<file path="src/rtl/mem_port_arbiter.sv">
// Arbitrates one single-ported memory between instruction fetch (IF) and load/store (MEM).
// Data requests win over fetches. Read data returns a fixed MEM_LATENCY cycles after the grant.
module mem_port_arbiter #(
  parameter int unsigned ADDR_W      = 32,
  parameter int unsigned DATA_W      = 32,
  parameter int unsigned MEM_LATENCY = 2
) (
  input  logic              clk,
  input  logic              reset,
  input  logic              if_req,
  input  logic [ADDR_W-1:0] if_addr,
  input  logic              if_flush,
  output logic [DATA_W-1:0] if_rdata,
  output logic              if_valid,
  input  logic              d_req,
  input  logic              d_we,
  input  logic [ADDR_W-1:0] d_addr,
  input  logic [DATA_W-1:0] d_wdata,
  output logic [DATA_W-1:0] d_rdata,
  output logic              d_valid,
  output logic              m_en,
  output logic              m_we,
  output logic [ADDR_W-1:0] m_addr,
  output logic [DATA_W-1:0] m_wdata,
  input  logic [DATA_W-1:0] m_rdata,
  output logic              stall_if,
  output logic              stall_mem
);

  localparam int unsigned CNT_W = (MEM_LATENCY < 1) ? 1 : $clog2(MEM_LATENCY + 1);

  typedef enum logic [1:0] {
    IDLE   = 2'd0,
    BUSY_D = 2'd1,
    BUSY_I = 2'd2
  } state_e;

  state_e             state_q, state_d;
  logic [CNT_W-1:0]   cnt_q, cnt_d;
  logic               drop_q, drop_d;
  logic               store_q, store_d;

  // State register; reset abandons any access in flight.
  always_ff @(posedge clk) begin
    if (reset) begin
      state_q <= IDLE;
      cnt_q   <= '0;
      drop_q  <= 1'b0;
      store_q <= 1'b0;
    end else begin
      state_q <= state_d;
      cnt_q   <= cnt_d;
      drop_q  <= drop_d;
      store_q <= store_d;
    end
  end

  // Grant, countdown and completion; memory strobes only in the grant cycle.
  always_comb begin
    state_d   = state_q;
    cnt_d     = cnt_q;
    drop_d    = drop_q;
    store_d   = store_q;
    m_en      = 1'b0;
    m_we      = 1'b0;
    m_addr    = '0;
    m_wdata   = '0;
    if_valid  = 1'b0;
    d_valid   = 1'b0;
    if_rdata  = '0;
    d_rdata   = '0;

    unique case (state_q)
      IDLE: begin
        drop_d = 1'b0;
        if (d_req) begin
          m_en    = 1'b1;
          m_we    = d_we;
          m_addr  = d_addr;
          m_wdata = d_wdata;
          store_d = d_we;
          cnt_d   = d_we ? CNT_W'(1) : CNT_W'(MEM_LATENCY);
          state_d = BUSY_D;
        end else if (if_req && !if_flush) begin
          m_en    = 1'b1;
          m_addr  = if_addr;
          store_d = 1'b0;
          cnt_d   = CNT_W'(MEM_LATENCY);
          state_d = BUSY_I;
        end
      end
      BUSY_D: begin
        cnt_d = cnt_q - CNT_W'(1);
        if (cnt_q == CNT_W'(1)) begin
          d_valid = 1'b1;
          d_rdata = store_q ? '0 : m_rdata;
          state_d = IDLE;
        end
      end
      BUSY_I: begin
        cnt_d = cnt_q - CNT_W'(1);
        if (if_flush) drop_d = 1'b1;
        if (cnt_q == CNT_W'(1)) begin
          // A flush in the completion cycle itself also kills the pulse.
          if (!drop_q && !if_flush) begin
            if_valid = 1'b1;
            if_rdata = m_rdata;
          end
          drop_d  = 1'b0;
          state_d = IDLE;
        end
      end
      default: state_d = IDLE;
    endcase

    stall_if  = if_req && !if_valid && !if_flush;
    stall_mem = d_req && !d_valid;

    // Everything the arbiter drives is quiet while reset is held.
    if (reset) begin
      m_en      = 1'b0;
      m_we      = 1'b0;
      m_addr    = '0;
      m_wdata   = '0;
      if_valid  = 1'b0;
      d_valid   = 1'b0;
      if_rdata  = '0;
      d_rdata   = '0;
      stall_if  = 1'b0;
      stall_mem = 1'b0;
    end
  end

endmodule

</file>
<file path="config.mk">
export PLATFORM = sky130hd
export DESIGN_NAME = mem_port_arbiter
export DESIGN_NICKNAME = d
export VERILOG_FILES = /design/src/rtl/mem_port_arbiter.sv
export SDC_FILE = /design/constraint.sdc
export NUM_CORES = 1
export LEC_CHECK = 0
export BUFFER_PORTS_ARGS = -buffer_cell sky130_fd_sc_hd__buf_2
export CORE_AREA = 2 2 103 105
export DETAILED_ROUTE_END_ITERATION = 8
export DIE_AREA = 0 0 105 107
export MAX_ROUTING_LAYER = met4
export PLACE_DENSITY_LB_ADDON = 0.15
export SYNTH_ARGS = -nofsm -noshare
export SYNTH_HDL_FRONTEND = slang
export SYNTH_SLANG_ARGS = --single-unit
</file>
<file path="constraint.sdc">
create_clock -name clk -period 1.8 [get_ports clk]
set_input_delay 0.36 -clock clk [delete_from_list [all_inputs] [get_ports clk]]
set_output_delay 0.36 -clock clk [all_outputs]
set_load 0.02 [all_outputs]
</file>
Word level (Yosys, flattened, before mapping). Index checks and enable logic that the tools add are counted.

Logic and storage cells: 72. Input bits: 134. Bits in registers: 6.

Multiplexer cells: 43. Reduce and logical (&&, ||, !) cells: 18. $add $sub $neg: 1. Equality and inequality tests: 6.

Operators with widths (number): $mux W32 (15); $mux W1 (20); $mux W2 (5); $pmux W2 S2 (2); $reduce_and A2 Y1 (4); $ne A3 B3 Y1 const B (2); $reduce_bool A2 Y1 (3); $logic_and A1 B1 Y1 (5); $eq A2 B1 Y1 const B (2); $logic_not A1 Y1 (4); $eq A2 B2 Y1 const B (1); $logic_not A2 Y1 (1); $ne A2 B1 Y1 const B (1); $pmux W1 S2 (1); $reduce_or A2 Y1 (1); $sub A2 B1 Y2 const B (1).

Depth between registers and ports, before layout.
Depth after elaboration: 9. Mapped depth: 7. Gate-level depth less buffers: 5.

Worst setup path after synthesis. Ideal clock, no wire load.

Path type: register -> output. Start point: reg cnt_q[0]. End point: out d_rdata[10]. Arrival: 1.442 ns. Cell stages (with the launch flop): 6. Path slack: -0.002 ns. Buffers on the path: 1. Path through: dfxtp_1 -> ha_1 -> and3b_1 -> nor2b_4 -> buf_6 -> and2_1.

Cells in the longest elaborated chain, start to end: 4.

RTL lines: from (decl) (line 39) `logic [CNT_W-1:0] cnt_q, cnt_d;`; from (signal assigned) (line 52) `cnt_q <= cnt_d;`; $eq A2 B1 Y1 (line 94) `if (cnt_q == CNT_W'(1)) begin`; $mux W32 (line 94); $mux W32 (line 73) `unique case (state_q)`; $mux W32 (line 120) `if (reset) begin`; to (decl) (line 19) `output logic [DATA_W-1:0] d_rdata,`.

No other way between the ends.

Final worst setup path.
Start point: reg state_q[0]. End point: out m_addr[22].

Cells in the longest elaborated chain, start to end: 3.

RTL lines: from (decl) (line 38) `state_e state_q, state_d;`; from (signal assigned) (line 51) `state_q <= state_d;`; $logic_not A2 Y1 (line 73); $mux W32 (line 73); $mux W32 (line 120); to (decl) (line 23) `output logic [ADDR_W-1:0] m_addr,`.

No other way between the ends.

==> results.ini <==
[setup_path]
crit_path_max_fanout = 8
crit_type = reg2out
critPathCapture = m_addr[22]
max_stage_delay_ns = 0.33
path_depth = 8
cp-end-kind = output port
crit_buf_inv = 4
critPathTopFamily = buffers and inverters
reg2reg_depth = 7
rrSetupSlack_ns = 0.34
cp.required_ns = 1.44
slowest_stage = dfxtp_2
rr_endpoint = cnt_q[0]
critPathLaunchType = flip-flop
arrival_ns = 1.68
r2r-start = state_q[0]
timing.critical_path.cells = inv_2 > ha_4 > nand2b_4 > nor3_4 > buf_12 > clkbuf_16 > a22o_1 > buf_6
crit_start = state_q[0]

[detailed_routing]
finalWirelength_mm = 9.83
drc = 0
avgViaCountPerCell = 4.26
wl_per_cell_um = 15.6
drtAntennaViolNets = 0
vias = 2676
drt_iter0_drc = 161
firstDrtPassIters = 4

[final_layout]
nets = 631
stdcell_count = 628
drive_gt1_frac = 0.731
fillers = 1007
postLayoutCoreUtil = 0.419
syn2layout_area_growth_pct = 185

[synthesis]
synth-seq-cells = 6
synth_common_cells = and2_1 (97), a22o_1 (31), buf_2 (7), inv_1 (7), dfxtp_1 (6)
synth_top_area_share = 0.409
yosysMostFrequentCell = and2_1
yosysSeqAreaShare = 0.0810
yosys.area.top_type = and2_1
ys.flop_type = dfxtp_1
synthArstFlopShare = 0
ys_warn_count = 0
synth_area_leaders = and2_1 (41%), a22o_1 (18%), dfxtp_1 (8.1%)
synthCells = 203
ys_types = 33
synth-edff-count = 0
syn-cell-area_um2 = 1480
syn_avg_cell_area_um2 = 7.30
syn_nets = 341

[timing]
finalHoldViolCount = 0
period_needed_ns = 2.04
setup_viol = 129
finalClockSkew_ns = 0.00382
fmax_ghz = 0.490
rsz0062_at_grt = true
tightest_slew_ns = 0.297
slew_violations = 0
slew_headroom = 0.802
setup_ws_ns = -0.243
finalCritPeriodShare = 1.13
whs_ns = 0.476

[global_routing]
grt_max_degree = 34
grt_pass1_wl_mm = 11.8
grt_use_met2 = 0.260
grt_pass1_vias = 2351
globalRouteMet3Util = 0.0347
grt_antenna_before_repair = 1
grt-ovfl-total = 0
grt_use_met1 = 0.141
top_usage_layer = met2
grt_use_total = 0.134

[clock_network]
htree_levels = 1
cts_tree = yes
clk_pin_slew_ns = 0.04
clock-sinks = 6
cts.path.max_buffers = 2
hold_buffers = 0
cts_buffers = 3
clk_latency_ns = 0.23
cts_root_buf = clkbuf_8

[run_status]
violations = negative setup slack
status = finished, violations left

[die]
rows = 37
dieWidth_um = 105
die-height_um = 107
fp.dieArea_um2 = 11200
core_area_um2 = 10100
start_util = 0.147
pin_count = 268

[power_and_ir_drop]
powerDensity_nw_per_um2 = 436
leakagePower_nw = 2.24
total_power_w = 0.00184
vdd_drop_max_v = 0.000249

[flow_run]
drv_cap = 0

[min_path]
min_path_type = reg2reg

[placement]
hpwlAfterDp_mm = 6.62
gp_congestion = 0.713
portBuffers = 267
pre_cts_slack_ns = -0.132
placedCellCount = 606

==> kinds of logic (layout without fill, tap and decap cells) <==
logic type | count (synthesis) | after routing | synth area share
AO/OA/AOI/OAI | 46 | 46 | 0.256
adder cells (fa/ha/maj) | 4 | 4 | 0.0338
flip-flops | 6 | 6 | 0.0810
buffers and inverters | 25 | 312 | 0.0945
other | 0 | 1 | 0
AND/OR/NAND/NOR | 121 | 122 | 0.528
multiplexers | 1 | 1 | 0.00675
==> worst min-delay path by stage <==
stage	start	end	depth (start not counted)
2_1_floorplan	cnt_q[1]	cnt_q[1]	2
3_3_place_gp	cnt_q[1]	cnt_q[1]	2
3_5_place_dp	cnt_q[1]	cnt_q[1]	2
4_1_cts	cnt_q[1]	cnt_q[1]	2
5_1_grt	cnt_q[1]	cnt_q[1]	2
6_report	cnt_q[1]	cnt_q[1]	2
==> final cells by class <==
cell class | instances | area (um^2) | share of cell area
inverters | 7 | 26.3 | 0.00621
well taps | 136 | 170 | 0.0402
flip-flops and latches | 6 | 124 | 0.0293
multi-input cells | 173 | 1390 | 0.328
diodes | 1 | 2.50 | 0.000592
repair buffers | 302 | 2480 | 0.586
clock buffers | 3 | 41.3 | 0.00977
==> worst min-delay path, cell delays in order (launching register included) <==
cell and delay [ns]:
dfxtp_2 0.31, nand2b_1 0.06, mux2i_1 0.06
==> placed cells by master (no fill, tap or decap), types with 3 or more instances in the layout <==
| cell | n |
|---|---|
| buf_2 | 137 |
| buf_6 | 82 |
| buf_4 | 65 |
| and2_1 | 64 |
| and2_4 | 33 |
| a22o_1 | 29 |
| buf_12 | 10 |
| clkbuf_16 | 6 |
| inv_1 | 5 |
| nand2b_1 | 4 |
| nand3_1 | 4 |
| a211oi_1 | 3 |
| a21oi_1 | 3 |
| clkbuf_8 | 3 |
| dfxtp_1 | 3 |
| dfxtp_2 | 3 |
==> routing by layer <==
metal | up-vias | share of wire | wire length, um
li1 | 1277 | - | -
met1 | 1228 | 0.38 | 3770
met2 | 163 | 0.53 | 5180
met3 | 8 | 0.081 | 797
met4 | 0 | 0.0078 | 77
met5 | - | 0 | 0
==> metrics by stage <==
step	TNS, ns	area [um^2]
after floorplan	0	1480
final	-20.55	4230
after global placement	-4.16	3050
after global routing	-29.98	4230
after detailed placement	-5.18	3050
after CTS	-21.59	3440
==> sequential cells by signal (all words and copies together) (netlist names) <==
register,flops
cnt_q,2
drop_q,1
state_q,2
store_q,1
==> where the power goes <==
group	internal (W)	switching [W]	total (W)	leakage, nW
logic	0.000785	0.000660	0.00144	2.17
clock network	0.000144	0.0000671	0.000212	0.0216
registers	0.000165	0.0000219	0.000187	0.0503
==> what timing repair did <==
action,4_1_cts,5_1_grt
gates resized for setup,94,174
setup buffers,3,5
gates cloned,2,9
setup endpoints to repair,132,130
pin swaps,8,56
No activity file was read; power rests on OpenSTA's default activity.
